$ cat src/rtl/cpu_pkg.sv
// cpu_pkg: shared definitions for the fetch/decode control slice.
//   - state_e       : fetch controller FSM states
//   - OPC_*         : RV32I major opcodes that matter for operand usage
//   - NOP_INSTR     : canonical NOP (addi x0, x0, 0)
//   - BOOT_PC       : base PC during boot so that the first fetch lands on 0x0
//   - sat_inc16     : saturating 16-bit increment for event counters
package cpu_pkg;

    typedef enum logic [1:0] {
        ST_BOOT  = 2'd0,
        ST_RUN   = 2'd1,
        ST_STALL = 2'd2,
        ST_FLUSH = 2'd3
    } state_e;

    localparam logic [6:0]  OPC_LUI    = 7'b0110111;
    localparam logic [6:0]  OPC_AUIPC  = 7'b0010111;
    localparam logic [6:0]  OPC_JAL    = 7'b1101111;
    localparam logic [6:0]  OPC_OP     = 7'b0110011;
    localparam logic [6:0]  OPC_STORE  = 7'b0100011;
    localparam logic [6:0]  OPC_BRANCH = 7'b1100011;

    localparam logic [31:0] NOP_INSTR  = 32'h0000_0013;
    localparam logic [31:0] BOOT_PC    = 32'hFFFF_FFFC;

    // Counters stick at all-ones instead of wrapping back to zero.
    function automatic logic [15:0] sat_inc16(input logic [15:0] val);
        if (val == 16'hFFFF) begin
            sat_inc16 = val;
        end else begin
            sat_inc16 = val + 16'd1;
        end
    endfunction

endpackage

$ cat src/rtl/hazard_detect.sv
// hazard_detect: combinational load-use hazard check.
// Ports:
//   instr      in  32  instruction entering decode
//   rd_ex      in  5   destination register of the instruction in EX
//   memread_ex in  1   instruction in EX is a load
//   hazard     out 1   decode reads a register the load in EX has not produced yet
module hazard_detect
    import cpu_pkg::*;
(
    input  logic [31:0] instr,
    input  logic [4:0]  rd_ex,
    input  logic        memread_ex,
    output logic        hazard
);

    logic [6:0] opcode_s;
    logic [4:0] rs1_s;
    logic [4:0] rs2_s;
    logic       rs1_used_s;
    logic       rs2_used_s;
    logic       unused_instr_s;

    assign opcode_s = instr[6:0];
    assign rs1_s    = instr[19:15];
    assign rs2_s    = instr[24:20];

    // Fields that never participate in the comparison.
    assign unused_instr_s = ^{instr[31:25], instr[14:7]};

    // Decide which source fields are real register reads for this opcode.
    always_comb begin
        rs1_used_s = 1'b1;
        rs2_used_s = 1'b0;
        case (opcode_s)
            OPC_LUI, OPC_AUIPC, OPC_JAL: begin
                rs1_used_s = 1'b0;
                rs2_used_s = 1'b0;
            end
            OPC_OP, OPC_STORE, OPC_BRANCH: begin
                rs1_used_s = 1'b1;
                rs2_used_s = 1'b1;
            end
            default: begin
                rs1_used_s = 1'b1;
                rs2_used_s = 1'b0;
            end
        endcase
    end

    // x0 is never a real dependency, so rd_ex == 0 cannot hazard.
    always_comb begin
        if (memread_ex && (rd_ex != 5'd0)) begin
            hazard = (rs1_used_s && (rs1_s == rd_ex)) ||
                     (rs2_used_s && (rs2_s == rd_ex));
        end else begin
            hazard = 1'b0;
        end
    end

endmodule

$ cat src/rtl/fetch_ctrl.sv
// fetch_ctrl: fetch/decode pipeline controller.
// Handles boot, load-use stalls and taken-branch flushes.
// Ports:
//   clk, rst            clock (rising edge), synchronous active-high reset
//   PC_fetch  in  32    PC in the fetch output register
//   IR_fetch  in  32    instruction in the fetch output register
//   RD_ex     in  5     destination register of the EX instruction
//   MEMREAD_ex in 1     EX instruction is a load
//   COMP_alu  in  1     branch/jump taken, resolved in EX
//   PC_prev   out 32    base PC handed back to fetch
//   STALL_dec out 1     hold the decode input register
//   FLUSH_dec out 1     replace decode input with a NOP
//   BUBBLE_ex out 1     insert a NOP into EX
//   STALL_cnt out 16    saturating load-use stall count
//   FLUSH_cnt out 16    saturating taken-branch flush count
module fetch_ctrl
    import cpu_pkg::*;
(
    input  logic        clk,
    input  logic        rst,
    input  logic [31:0] PC_fetch,
    input  logic [31:0] IR_fetch,
    input  logic [4:0]  RD_ex,
    input  logic        MEMREAD_ex,
    input  logic        COMP_alu,
    output logic [31:0] PC_prev,
    output logic        STALL_dec,
    output logic        FLUSH_dec,
    output logic        BUBBLE_ex,
    output logic [15:0] STALL_cnt,
    output logic [15:0] FLUSH_cnt
);

    state_e      state_r;
    state_e      cur_state_s;
    state_e      next_state_s;
    logic        hazard_s;
    logic        stall_inc_s;
    logic        flush_inc_s;
    logic [15:0] stall_cnt_r;
    logic [15:0] flush_cnt_r;

    hazard_detect u_hazard_detect (
        .instr      (IR_fetch),
        .rd_ex      (RD_ex),
        .memread_ex (MEMREAD_ex),
        .hazard     (hazard_s)
    );

    // Outputs mirror boot values as soon as rst is seen, not one edge later.
    assign cur_state_s = rst ? ST_BOOT : state_r;

    // Next-state and control decode.
    always_comb begin
        next_state_s = ST_BOOT;
        PC_prev      = PC_fetch;
        STALL_dec    = 1'b0;
        FLUSH_dec    = 1'b0;
        BUBBLE_ex    = 1'b0;
        stall_inc_s  = 1'b0;
        flush_inc_s  = 1'b0;
        case (cur_state_s)
            ST_BOOT: begin
                PC_prev      = BOOT_PC;
                FLUSH_dec    = 1'b1;
                BUBBLE_ex    = 1'b1;
                next_state_s = ST_RUN;
            end
            ST_RUN: begin
                // A taken branch makes any pending hazard irrelevant.
                if (COMP_alu) begin
                    FLUSH_dec    = 1'b1;
                    BUBBLE_ex    = 1'b1;
                    flush_inc_s  = 1'b1;
                    next_state_s = ST_FLUSH;
                end else if (hazard_s) begin
                    // Fetch adds 4, so hand back PC-4 to refetch the same PC.
                    PC_prev      = PC_fetch - 32'd4;
                    STALL_dec    = 1'b1;
                    BUBBLE_ex    = 1'b1;
                    stall_inc_s  = 1'b1;
                    next_state_s = ST_STALL;
                end else begin
                    next_state_s = ST_RUN;
                end
            end
            ST_STALL: begin
                next_state_s = ST_RUN;
            end
            ST_FLUSH: begin
                next_state_s = ST_RUN;
            end
            default: begin
                PC_prev      = BOOT_PC;
                FLUSH_dec    = 1'b1;
                BUBBLE_ex    = 1'b1;
                next_state_s = ST_BOOT;
            end
        endcase
    end

    // State register and saturating event counters.
    always_ff @(posedge clk) begin
        if (rst) begin
            state_r     <= ST_BOOT;
            stall_cnt_r <= 16'd0;
            flush_cnt_r <= 16'd0;
        end else begin
            state_r <= next_state_s;
            if (stall_inc_s) begin
                stall_cnt_r <= sat_inc16(stall_cnt_r);
            end else begin
                stall_cnt_r <= stall_cnt_r;
            end
            if (flush_inc_s) begin
                flush_cnt_r <= sat_inc16(flush_cnt_r);
            end else begin
                flush_cnt_r <= flush_cnt_r;
            end
        end
    end

    assign STALL_cnt = stall_cnt_r;
    assign FLUSH_cnt = flush_cnt_r;

endmodule

$ cat config.mk
export PLATFORM = sky130hd
export DESIGN_NAME = fetch_ctrl
export DESIGN_NICKNAME = d
export VERILOG_FILES = /design/src/rtl/cpu_pkg.sv /design/src/rtl/hazard_detect.sv /design/src/rtl/fetch_ctrl.sv
export SDC_FILE = /design/constraint.sdc
export NUM_CORES = 1
export LEC_CHECK = 0
export CAP_MARGIN = 0
export CORE_MARGIN = 2
export CORE_UTILIZATION = 41
export CTS_CLUSTER_SIZE = 28
export DETAILED_ROUTE_END_ITERATION = 12
export PLACE_DENSITY = 0.81
export SLEW_MARGIN = 20
export SYNTH_ARGS = -nofsm -noshare
export SYNTH_HDL_FRONTEND = slang
export SYNTH_SLANG_ARGS = --single-unit
export TNS_END_PERCENT = 10
$ cat constraint.sdc
create_clock -name clk -period 3.6 [get_ports clk]
set_clock_uncertainty 0.2 [all_clocks]
set_input_delay 0.54 -clock clk [delete_from_list [all_inputs] [get_ports clk]]
set_output_delay 0.54 -clock clk [all_outputs]
set_load 0.02 [all_outputs]
==> summary.md <==
| Metric | Value |
|---|---|
| Final hold vios | `0` |
| Routed vias/inst | `5.77` |
| CP max stage delay | `0.58 ns` |
| Worst Setup End Kind | `primary output` |
| Share of post-route cells with drive strength above 1 | `0.293` |
| Mean post-synth cell area | `between 7 and 8 um2` |
| Detailed placement HPWL | `7300 um` |
| Synthesized instance count | `between 300 and 400` |
| Worst-Skew Late Latency | `0.29 ns` |
| Final nets | `652` |
| Rel. slew slack | `0.473` |
| WP data required | `2.86 ns` |
| Hold Crit Start | `STALL_cnt[15]$_SDFFE_PP0P_` |
| I/O pin total | `140` |
| Asr flop ratio synth | `0` |
| DRC viols | `0` |
| First-pass GRT wire length | `17000 um` |
| Critical path cell sequence | `clkbuf_2 > or4_4 > or4_4 > or4_4 > a2111oi_4 > xnor2_1 > nand2_1 > buf_6` |
| Reg2reg start | `state_r[1]$_SDFF_PP0_` |
| Main synth FF type | `dfxtp_1` |
| Die Ht | `87.0 um` |
| Seq/Total Area, Yosys | `0.241` |
| Gr busiest metal | `met2` |
| Leak pwr | `1.84 nW` |
| WP data arrival | `2.96 ns` |
| Initial antenna violation count | `0` |
| Overall power | `0.00101 W` |
| Hold_buf cts | `0` |
| Clock buffer depth | `2` |
| DIE WIDTH | `87.0 um` |
| Syn nets | `457` |
| RSZ-0062 raised after global routing | `yes` |
| GR Util met1 | `0.336` |
| Total number of yosys warnings | `0` |
| Netlist cell types | `52` |
| N_diodes | `0` |
| Crit path launch | `PC_fetch[18]` |
| Global route total overflow | `0` |
| CTS tree | `yes` |
| Clk root buf | `clkbuf_8` |
| Detailed Routing Iterations Pass 1 | `4` |
| EDFF count, synth | `0` |
| GP Congestion | `0.902` |
| Final WS setup | `-0.0960 ns` |
| Status | `complete, but fails checks` |
| Min-Delay Path Class | `flop to flop` |
| Pins Over Slew Limit | `0` |
| Core area | `roughly 0.0067 mm2` |
| Tightest Pin Transition | `0.784 ns` |
| Top post-synthesis cells by area | `dfxtp_1, nor2_1, and4_1` |
| CTS Buf Count | `5` |
| Final ANT Viol Nets | `0` |
| 1st-iter DRT viols | `about 120` |
| Post-Syn Area | `0.00282 mm2` |
| GR Layer Usage met2 | `0.482` |
| Failing checks | `negative setup slack` |
| Cell repeated most along the worst path | `or4_4` |
| Max-cap check violation count | `0` |
| Area Growth Syn to Fin | `73.3%` |
| Die footprint | `0.00756 mm2` |
| Synthesis-stage register bit count | `34` |
| Met3 Track Usage GR | `0.0427` |
| CTS Sinks | `34` |
| Worst-path cell with the longest stage delay | `or4_4` |
| Fin util | `0.728` |
| Final WL | `10700 um` |
| Final setup vio count | `6` |
| Fmax | `0.271 GHz` |
| WL/cell | `16.3 um` |
| Starting Density | `0.420` |
| Startpoint Class | `input port` |
| Setup CP Type | `input port to primary output` |
| Gr usage total | `0.272` |
| Area leader, netlist | `dfxtp_1` |
| Site Rows | `30` |
| Minimum clock period | `around 3.7 ns` |
| Via count | `3792` |
| Post-route clock period utilization | `1.03` |
| Power density of the placed cells | `roughly 210 mW/mm2` |
| CP Max Fanout | `4` |
| Yosys top cell area share | `0.241` |
| Vias in the first global route | `3635` |
| PortBufs | `124` |
| H-Tree Depth | `2` |
| Worst-path clk slew | `0.08 ns` |
| Max VDD drop | `0.208 mV` |
| Largest net degree at the start of global routing | `44` |
-- critical path, delay by kind of cell --
family | cells | cell delay (ns)
and+or+nand+nor | 4 | 1.69
AOI/OAI and AO/OA | 1 | 0.31
buffers and inverters | 2 | 0.26
xor gates and xnor gates | 1 | 0.16
-- stage by stage --
step                      hold slack [ns]  worst slack, ns  TNS (ns)  area [um2]  instances
after floorplan                     0.366           0.0568         0        2820        381
after global placement              0.284           -0.727    -18.37        4600        634
after detailed placement            0.295           -0.747    -18.90        4600        634
after CTS                           0.313          -0.0884    -0.110        4910        655
after global routing                0.361           -0.131     -1.02        4890        657
final                               0.323          -0.0960    -0.336        4890        657
-- routing by layer --
layer,wire [um],share of wire,vias to the layer above
met3,855,0.080,22
met1,4440,0.42,1788
met4,206,0.019,0
li1,-,-,1833
met5,0,0,-
met2,5190,0.49,149
-- cell usage in the layout, fill, tap and decap left out, types with 6 or more instances in the layout --
cell and n:
a21oi_1 20, or3_1 12, nand4_1 16, buf_2 14, and3_1 12, o21ai_1 12
dlygate4sd2_1 16, o21ai_0 16, nand2_1 22, nor2b_1 12, buf_4 87, nand3_1 11
xor2_1 14, buf_6 11, nor4_1 8, nor2_1 36, and4_1 16, dfxtp_1 34
inv_1 9, mux2_2 7, nor3_1 10, clkdlybuf4s50_1 72, or4_4 7, xnor2_1 6
a31oi_1 8
-- kinds of logic (layout without fill, tap and decap cells) --
kind of cell,after synthesis,after routing,synth area share
xor+xnor,20,20,0.0621
flops,34,34,0.241
buf+inv,28,224,0.0381
simple gates,201,201,0.413
compound gates,85,85,0.194
mux,10,10,0.0386
fa+ha+maj,3,3,0.0133
-- path summary, 6_finish.rpt --
| path | slack, ns | to | cells after the start |
|---|---|---|---|
| worst max-delay path | -0.1 | PC_prev[29] | 8 |
| worst min register to register | 0.32 | STALL_cnt[15]$_SDFFE_PP0P_ | 1 |
| worst min-delay path | 0.32 | STALL_cnt[15]$_SDFFE_PP0P_ | 1 |
| worst max register to register | 1.17 | FLUSH_cnt[15]$_SDFFE_PP0P_ | 7 |
-- layout make-up --
class,instances,area [um2]
Multi-Input combinational cell,319,2220
Tap cell,80,100
Inverter,10,37.5
Timing Repair Buffer,206,1740
Fill cell,534,1830
Clock buffer,5,68.8
Clock inverter,3,45.0
Sequential cell,34,681
-- synthesized netlist by cell type (all sizes together), types with 5 or more instances --
| cell | instances |
|---|---|
| nor2b | 12 |
| mux2 | 7 |
| clkbuf | 15 |
| a31oi | 8 |
| o21ai | 28 |
| inv | 9 |
| nand2 | 22 |
| and3 | 12 |
| or4 | 12 |
| xor2 | 14 |
| nand4 | 16 |
| nor3 | 13 |
| nor4 | 10 |
| dfxtp | 34 |
| nand2b | 5 |
| and4 | 16 |
| xnor2 | 6 |
| a21oi | 22 |
| and2 | 6 |
| nor2 | 39 |
| nand3 | 14 |
| or3 | 14 |
-- what timing repair did --
item	4_1_cts	5_1_grt
setup endpoints to repair	32	32
hold endpoints to repair	0	0
gates cloned	2	0
setup buffers	11	2
pin swaps	21	11
gates resized for setup	183	66
-- registers in the layout (all words and copies together) (netlist names) --
name	cells
state_r	2
FLUSH_cnt	16
STALL_cnt	16
-- power breakdown --
part	switching, W	total, W	internal [W]
clock	0.000154	0.000360	0.000206
combinational	0.000133	0.000269	0.000136
sequential	0.00000243	0.000380	0.000378
total	0.000290	0.00101	0.000720
No activity file was read; power rests on OpenSTA's default activity.
